File: src/rtl/i2c_ball_rx_slave.sv
// i2c_ball_rx_slave: write-only I2C slave that receives the 5-byte ball-handoff
//   packet from the opposite board and presents it as decoded ball state.
// Latency: STOP on pins to frame_valid = SYNC_STAGES+2 clk cycles; ACK driven
//   SYNC_STAGES+1 clk cycles after the 8th SCL falling edge.
// Backpressure: none; the slave never stretches SCL, results are one-cycle strobes.
// Ports:
//   clk, reset             system clock (>= 10x SCL), synchronous active-high reset
//   scl, sda_i             raw I2C pins (synchronized internally)
//   sda_oe                 1 = pull SDA low for ACK (open-drain)
//   ball_y, ball_vy, gravity_counter, is_collusion  decoded frame fields
//   frame_valid            one-cycle pulse when the decoded fields update
//   frame_err              one-cycle pulse when a partial/bad frame is discarded
//   busy                   high from START until the transaction ends
// Optional: define BALL_RX_STRICT_EN to reject frames with non-zero reserved bits.
module i2c_ball_rx_slave #(
  parameter logic [7:0] ADDR_BYTE   = 8'hAA,
  parameter int         SYNC_STAGES = 2
) (
  input  logic       clk,
  input  logic       reset,
  input  logic       scl,
  input  logic       sda_i,
  output logic       sda_oe,
  output logic [9:0] ball_y,
  output logic [7:0] ball_vy,
  output logic [1:0] gravity_counter,
  output logic       is_collusion,
  output logic       frame_valid,
  output logic       frame_err,
  output logic       busy
);

  typedef enum logic [2:0] {
    S_IDLE, S_ADDR, S_ADDR_ACK, S_DATA, S_DATA_ACK, S_WAIT_STOP, S_IGNORE, S_COMMIT
  } state_t;

  state_t                 r_state;
  logic [SYNC_STAGES-1:0] r_scl_sync;
  logic [SYNC_STAGES-1:0] r_sda_sync;
  logic                   r_scl_d;
  logic                   r_sda_d;
  logic [7:0]             r_shift;
  logic [2:0]             r_bit_cnt;
  logic                   r_full;      // 8 bits shifted, waiting for the 8th falling edge
  logic [2:0]             r_byte_idx;
  // Shadow copies of the payload fields; only the decoded bits are kept.
  logic [1:0]             r_sh_y_hi;
  logic [7:0]             r_sh_y_lo;
  logic [7:0]             r_sh_vy;
  logic [1:0]             r_sh_grav;
  logic                   r_sh_col;
`ifdef BALL_RX_STRICT_EN
  logic                   r_rsv_bad;   // any reserved bit seen set in this frame
`endif

  logic w_scl, w_sda, w_scl_rise, w_scl_fall, w_start, w_stop;

  assign w_scl      = r_scl_sync[SYNC_STAGES-1];
  assign w_sda      = r_sda_sync[SYNC_STAGES-1];
  assign w_scl_rise = w_scl & ~r_scl_d;
  assign w_scl_fall = ~w_scl & r_scl_d;
  // SCL must be high in both samples so a simultaneous SCL/SDA change is not a condition.
  assign w_start    = w_scl & r_scl_d & r_sda_d & ~w_sda;
  assign w_stop     = w_scl & r_scl_d & ~r_sda_d & w_sda;

  always_ff @(posedge clk) begin
    if (reset) begin
      r_state         <= S_IDLE;
      r_scl_sync      <= '1;
      r_sda_sync      <= '1;
      r_scl_d         <= 1'b1;
      r_sda_d         <= 1'b1;
      r_shift         <= '0;
      r_bit_cnt       <= '0;
      r_full          <= 1'b0;
      r_byte_idx      <= '0;
      r_sh_y_hi       <= '0;
      r_sh_y_lo       <= '0;
      r_sh_vy         <= '0;
      r_sh_grav       <= '0;
      r_sh_col        <= 1'b0;
`ifdef BALL_RX_STRICT_EN
      r_rsv_bad       <= 1'b0;
`endif
      sda_oe          <= 1'b0;
      ball_y          <= '0;
      ball_vy         <= '0;
      gravity_counter <= '0;
      is_collusion    <= 1'b0;
      frame_valid     <= 1'b0;
      frame_err       <= 1'b0;
      busy            <= 1'b0;
    end else begin
      r_scl_sync  <= {r_scl_sync[SYNC_STAGES-2:0], scl};
      r_sda_sync  <= {r_sda_sync[SYNC_STAGES-2:0], sda_i};
      r_scl_d     <= w_scl;
      r_sda_d     <= w_sda;
      frame_valid <= 1'b0;
      frame_err   <= 1'b0;

      if (r_state == S_COMMIT) begin
        // One-cycle commit slot after STOP; bus conditions cannot recur this soon.
`ifdef BALL_RX_STRICT_EN
        if (r_rsv_bad) begin
          frame_err <= 1'b1;
        end else
`endif
        begin
          ball_y          <= {r_sh_y_hi, r_sh_y_lo};
          ball_vy         <= r_sh_vy;
          gravity_counter <= r_sh_grav;
          is_collusion    <= r_sh_col;
          frame_valid     <= 1'b1;
        end
        r_state <= S_IDLE;
        busy    <= 1'b0;
      end else if (w_start) begin
        // Repeated START discards anything after an ACKed address.
        frame_err <= (r_state == S_ADDR_ACK) || (r_state == S_DATA) ||
                     (r_state == S_DATA_ACK) || (r_state == S_WAIT_STOP);
        r_state   <= S_ADDR;
        busy      <= 1'b1;
        sda_oe    <= 1'b0;
        r_bit_cnt <= '0;
        r_full    <= 1'b0;
`ifdef BALL_RX_STRICT_EN
        r_rsv_bad <= 1'b0;
`endif
      end else if (w_stop) begin
        sda_oe    <= 1'b0;
        r_bit_cnt <= '0;
        r_full    <= 1'b0;
        if (r_state == S_WAIT_STOP) begin
          r_state <= S_COMMIT;
        end else begin
          frame_err <= (r_state == S_ADDR) || (r_state == S_ADDR_ACK) ||
                       (r_state == S_DATA) || (r_state == S_DATA_ACK);
          r_state   <= S_IDLE;
          busy      <= 1'b0;
        end
      end else begin
        if (w_scl_rise && (r_state == S_ADDR || r_state == S_DATA)) begin
          r_shift   <= {r_shift[6:0], w_sda};
          r_bit_cnt <= r_bit_cnt + 3'd1;
          if (r_bit_cnt == 3'd7) r_full <= 1'b1;
        end
        case (r_state)
          S_ADDR: begin
            if (w_scl_fall && r_full) begin
              r_full <= 1'b0;
              if (r_shift == ADDR_BYTE) begin
                r_state <= S_ADDR_ACK;
                sda_oe  <= 1'b1;
              end else begin
                r_state <= S_IGNORE;
                busy    <= 1'b0;
              end
            end
          end
          S_ADDR_ACK: begin
            if (w_scl_fall) begin
              sda_oe     <= 1'b0;
              r_state    <= S_DATA;
              r_byte_idx <= '0;
              r_bit_cnt  <= '0;
            end
          end
          S_DATA: begin
            if (w_scl_fall && r_full) begin
              r_full  <= 1'b0;
              case (r_byte_idx)
                3'd0: begin
                  r_sh_y_hi <= r_shift[7:6];
`ifdef BALL_RX_STRICT_EN
                  if (|r_shift[5:0]) r_rsv_bad <= 1'b1;
`endif
                end
                3'd1: r_sh_y_lo <= r_shift;
                3'd2: r_sh_vy   <= r_shift;
                3'd3: begin
                  r_sh_grav <= r_shift[1:0];
`ifdef BALL_RX_STRICT_EN
                  if (|r_shift[7:2]) r_rsv_bad <= 1'b1;
`endif
                end
                default: begin
                  r_sh_col <= r_shift[0];
`ifdef BALL_RX_STRICT_EN
                  if (|r_shift[7:1]) r_rsv_bad <= 1'b1;
`endif
                end
              endcase
              r_state <= S_DATA_ACK;
              sda_oe  <= 1'b1;
            end
          end
          S_DATA_ACK: begin
            if (w_scl_fall) begin
              sda_oe     <= 1'b0;
              r_byte_idx <= r_byte_idx + 3'd1;
              r_state    <= (r_byte_idx == 3'd4) ? S_WAIT_STOP : S_DATA;
            end
          end
          default: sda_oe <= 1'b0;  // IDLE, IGNORE, WAIT_STOP: never ACK
        endcase
      end
    end
  end

endmodule

File: config.mk
export PLATFORM = sky130hd
export DESIGN_NAME = i2c_ball_rx_slave
export DESIGN_NICKNAME = d
export VERILOG_FILES = /design/src/rtl/i2c_ball_rx_slave.sv
export SDC_FILE = /design/constraint.sdc
export NUM_CORES = 1
export LEC_CHECK = 0
export ABC_CLOCK_PERIOD_IN_PS = 2460
export BUFFER_PORTS_ARGS = -buffer_cell sky130_fd_sc_hd__buf_2
export CORE_MARGIN = 1
export CORE_UTILIZATION = 58
export CTS_CLUSTER_SIZE = 28
export DETAILED_ROUTE_END_ITERATION = 8
export HOLD_SLACK_MARGIN = 0.15
export PLACE_DENSITY = 0.79
export SKIP_LAST_GASP = 1
export SYNTH_ARGS = -nofsm -noshare
export SYNTH_HDL_FRONTEND = slang
export SYNTH_SLANG_ARGS = --single-unit
export TNS_END_PERCENT = 50
File: constraint.sdc
create_clock -name clk -period 2.46 [get_ports clk]
set_clock_uncertainty 0.2 [all_clocks]
set_input_delay 0.246 -clock clk [delete_from_list [all_inputs] [get_ports clk]]
set_output_delay 0.246 -clock clk [all_outputs]
set_load 0.005 [all_outputs]
==> impl_metrics.env <==
export IMPL_clk_pin_slew_ns=0.08
export IMPL_fin_crit_ns=2.01
export IMPL_io_pins=29
export IMPL_num_rows=25
export IMPL_grt_pass1_vias=1997
export IMPL_fp_dieH_um=72.2
export IMPL_cts_buffers=9
export IMPL_drt_pass1_iter_count=4
export IMPL_use_met3_pct=5.56
export IMPL_grt_use_total_pct=24.1
export IMPL_place_worst_setup_slack_ns=0.448
export IMPL_area_growth_pct=15.8
export IMPL_worstHoldEndpoint="r_sda_sync[1]$_SDFF_PP1_"
export IMPL_layout_commonest_cell="dfxtp_1"
export IMPL_final_cell_mix="70 x dfxtp_1, 30 x nor2_1, 28 x buf_2, 26 x nand2_1"
export IMPL_netlist_top_cells_area="dfxtp_1 49%, mux2i_1 7.4%, a22o_1 6.4%"
export IMPL_cts_setup_buffers=0
export IMPL_cp_required_ns=2.51
export IMPL_fillers=370
export IMPL_vias=2243
export IMPL_path_max_fanout=13
export IMPL_grt_busiest_layer="met2"
export IMPL_dp_hpwl_mm=3.92
export IMPL_cts_sinks=70
export IMPL_async_reset_ff_share_pct=0
export IMPL_yosysSeqAreaShare_pct=49.1
export IMPL_clockBufferDepth=2
export IMPL_holdPathStages=1
export IMPL_grt_overflow=0
export IMPL_timing_rr_start="r_state[0]$_SDFFE_PP0P_"
export IMPL_portBuffers=28
export IMPL_drive_gt1_share_pct=19.0
export IMPL_cts_max_level=3
export IMPL_fin_ws_ns=0.445
export IMPL_clk_latency_ns=0.34
export IMPL_gp_congestion=0.934
export IMPL_cts_root_buf="clkbuf_8"
export IMPL_antenna_found_initial=0
export IMPL_setup_worst_path_class="flip-flop to flip-flop"
export IMPL_syn_nets=309
export IMPL_dieArea_mm2=0.00521
export IMPL_synth_cells=298
export IMPL_grt_met1_usage_pct=34.2
export IMPL_initial_core_util_pct=60.5
export IMPL_min_path_type="flip-flop to flip-flop"
export IMPL_maxSlewViolCount=0
export IMPL_p_per_area_mw_per_mm2=627
export IMPL_synth_edff_count=0
export IMPL_grtUsageMet2_pct=35.0
export IMPL_wl_mm=5.81
export IMPL_synth_top_area_share_pct=49.1
export IMPL_grt_start_max_net_pins=30
export IMPL_maxCapViolCount=0
export IMPL_r2r_worst_path_cells=4
export IMPL_finalCritPeriodShare_pct=81.9
export IMPL_final_nets=343
export IMPL_ys_warnings_count=0
export IMPL_die_w_um=72.2
export IMPL_cts_tree="yes"
export IMPL_first_iter_violations=159
export IMPL_ys_seq_elements=70
export IMPL_synth_cell_area_mm2=0.00286
export IMPL_start_kind="flip-flop"
export IMPL_routed_via_density=5.55
export IMPL_slew_headroom_pct=69.9
export IMPL_synth_ff_type="dfxtp_1"
export IMPL_avgSynthCellArea_um2=9.59
export IMPL_worst_slew_pin_slew_ns=0.451
export IMPL_regToRegSetupSlack_ns=0.45
export IMPL_wl_per_cell_um=14.4
export IMPL_min_delay_start="r_sda_sync[0]$_SDFF_PP1_"
export IMPL_status="finished clean"
export IMPL_critPathCaptureType="flip-flop"
export IMPL_yosysTopAreaCell="dfxtp_1"
export IMPL_drc=0
export IMPL_fin_area_mm2=0.00331
export IMPL_placed_area_mm2=0.00307
export IMPL_rr_endpoint="r_state[0]$_SDFFE_PP0P_"
export IMPL_p_leak_uw=0.00128
export IMPL_ir_drop_mv=0.467
export IMPL_setup_viol=0
export IMPL_synth_cell_types=49
export IMPL_core_mm2=0.00472
export IMPL_cp_data_arrival_time_ns=2.07
export IMPL_rsz0062_at_grt="false"
export IMPL_ant_nets=0
export IMPL_finalHoldViolCount=0
export IMPL_diodes=0
export IMPL_final_setup_tns_ns=0
export IMPL_grt_pass1_wl_mm=9.60
export IMPL_max_freq_ghz=0.496
[kinds of logic (layout without fill, tap and decap cells)]
group,after synthesis,after routing,share of synthesized area (%)
and+or+nand+nor,97,97,17.8
DFF,70,70,49.1
AOI/OAI and AO/OA,65,65,16.4
buffers and inverters,33,72,4.69
muxes,22,22,7.75
adders and majority gates,7,7,3.07
xor gates and xnor gates,4,4,1.23
[synth_stat cells, drive strengths merged (6+ instances only)]
library cell  instances
dfxtp                70
nor2                 30
ha                    7
inv                  12
a22o                 21
clkbuf               18
nor4                  6
mux2i                21
or2                   7
nand2                26
a21oi                19
[worst max path at each step]
stage                         endpoint                    start  cells past startpoint
2_1_floorplan  r_sh_vy[0]$_SDFFE_PP0P_  r_state[2]$_SDFFE_PP0P_                      6
3_3_place_gp   r_state[0]$_SDFFE_PP0P_  r_state[0]$_SDFFE_PP0P_                      4
3_5_place_dp   r_state[0]$_SDFFE_PP0P_  r_state[0]$_SDFFE_PP0P_                      4
4_1_cts        r_state[0]$_SDFFE_PP0P_  r_state[0]$_SDFFE_PP0P_                      4
5_1_grt        r_state[0]$_SDFFE_PP0P_  r_state[0]$_SDFFE_PP0P_                      4
6_report       r_state[0]$_SDFFE_PP0P_  r_state[0]$_SDFFE_PP0P_                      4
[metrics by stage]
stage               total power [µW]  hold slack (ns)  std cells  utilization (%)
finish                          2070            0.219        404             70.0
global route                    2150            0.237        404             70.0
CTS                             2080            0.223        404             70.0
detailed placement              1250            0.205        383             65.1
global placement                1250            0.195        383             65.1
floorplan                       1230            0.150        298                -
[worst max-delay path, cell delays in order (launching register included)]
cell      delay, ns
dfxtp_1        0.60
mux2_2         0.38
o211ai_1       0.33
o21ai_1        0.12
a221oi_1       0.29
[what timing repair did]
item | CTS | global route
gates resized for setup | 0 | 0
hold buffers | 5 | 0
hold endpoints to repair | 12 | 0
[routing by layer]
layer | vias up | share of wire (%)
met4 | 0 | 2.0
met1 | 1055 | 51
met3 | 13 | 4.5
met2 | 52 | 43
met5 | - | 0
li1 | 1123 | -
[area by class of cell]
| cell class | instances | area, µm² | share of cell area (%) |
|---|---|---|---|
| sequential | 70 | 1400 | 42.4 |
| clock buffer | 10 | 138 | 4.16 |
| clock inverter | 6 | 45.0 | 1.36 |
| timing repair buffer | 44 | 273 | 8.25 |
| multi-input combinational | 195 | 1320 | 40.0 |
| inverter | 12 | 45.0 | 1.36 |
| tap | 67 | 83.8 | 2.53 |
[flip-flops by register name (all words and copies together), names as in the netlist, 2 cells and up]
signal           flops
gravity_counter      2
r_shift              8
r_state              3
ball_y              10
r_byte_idx           3
r_sda_sync           2
ball_vy              8
r_bit_cnt            3
r_sh_y_hi            2
r_sh_y_lo            8
r_sh_vy              8
r_sh_grav            2
r_scl_sync           2
[power breakdown]
| part | internal [µW] | switching [µW] | total [µW] |
|---|---|---|---|
| Clock | 396 | 447 | 843 |
| Sequential | 1140 | 10.1 | 1150 |
| Combinational | 32.1 | 50.6 | 82.6 |
No activity file was read; power rests on OpenSTA's default activity.
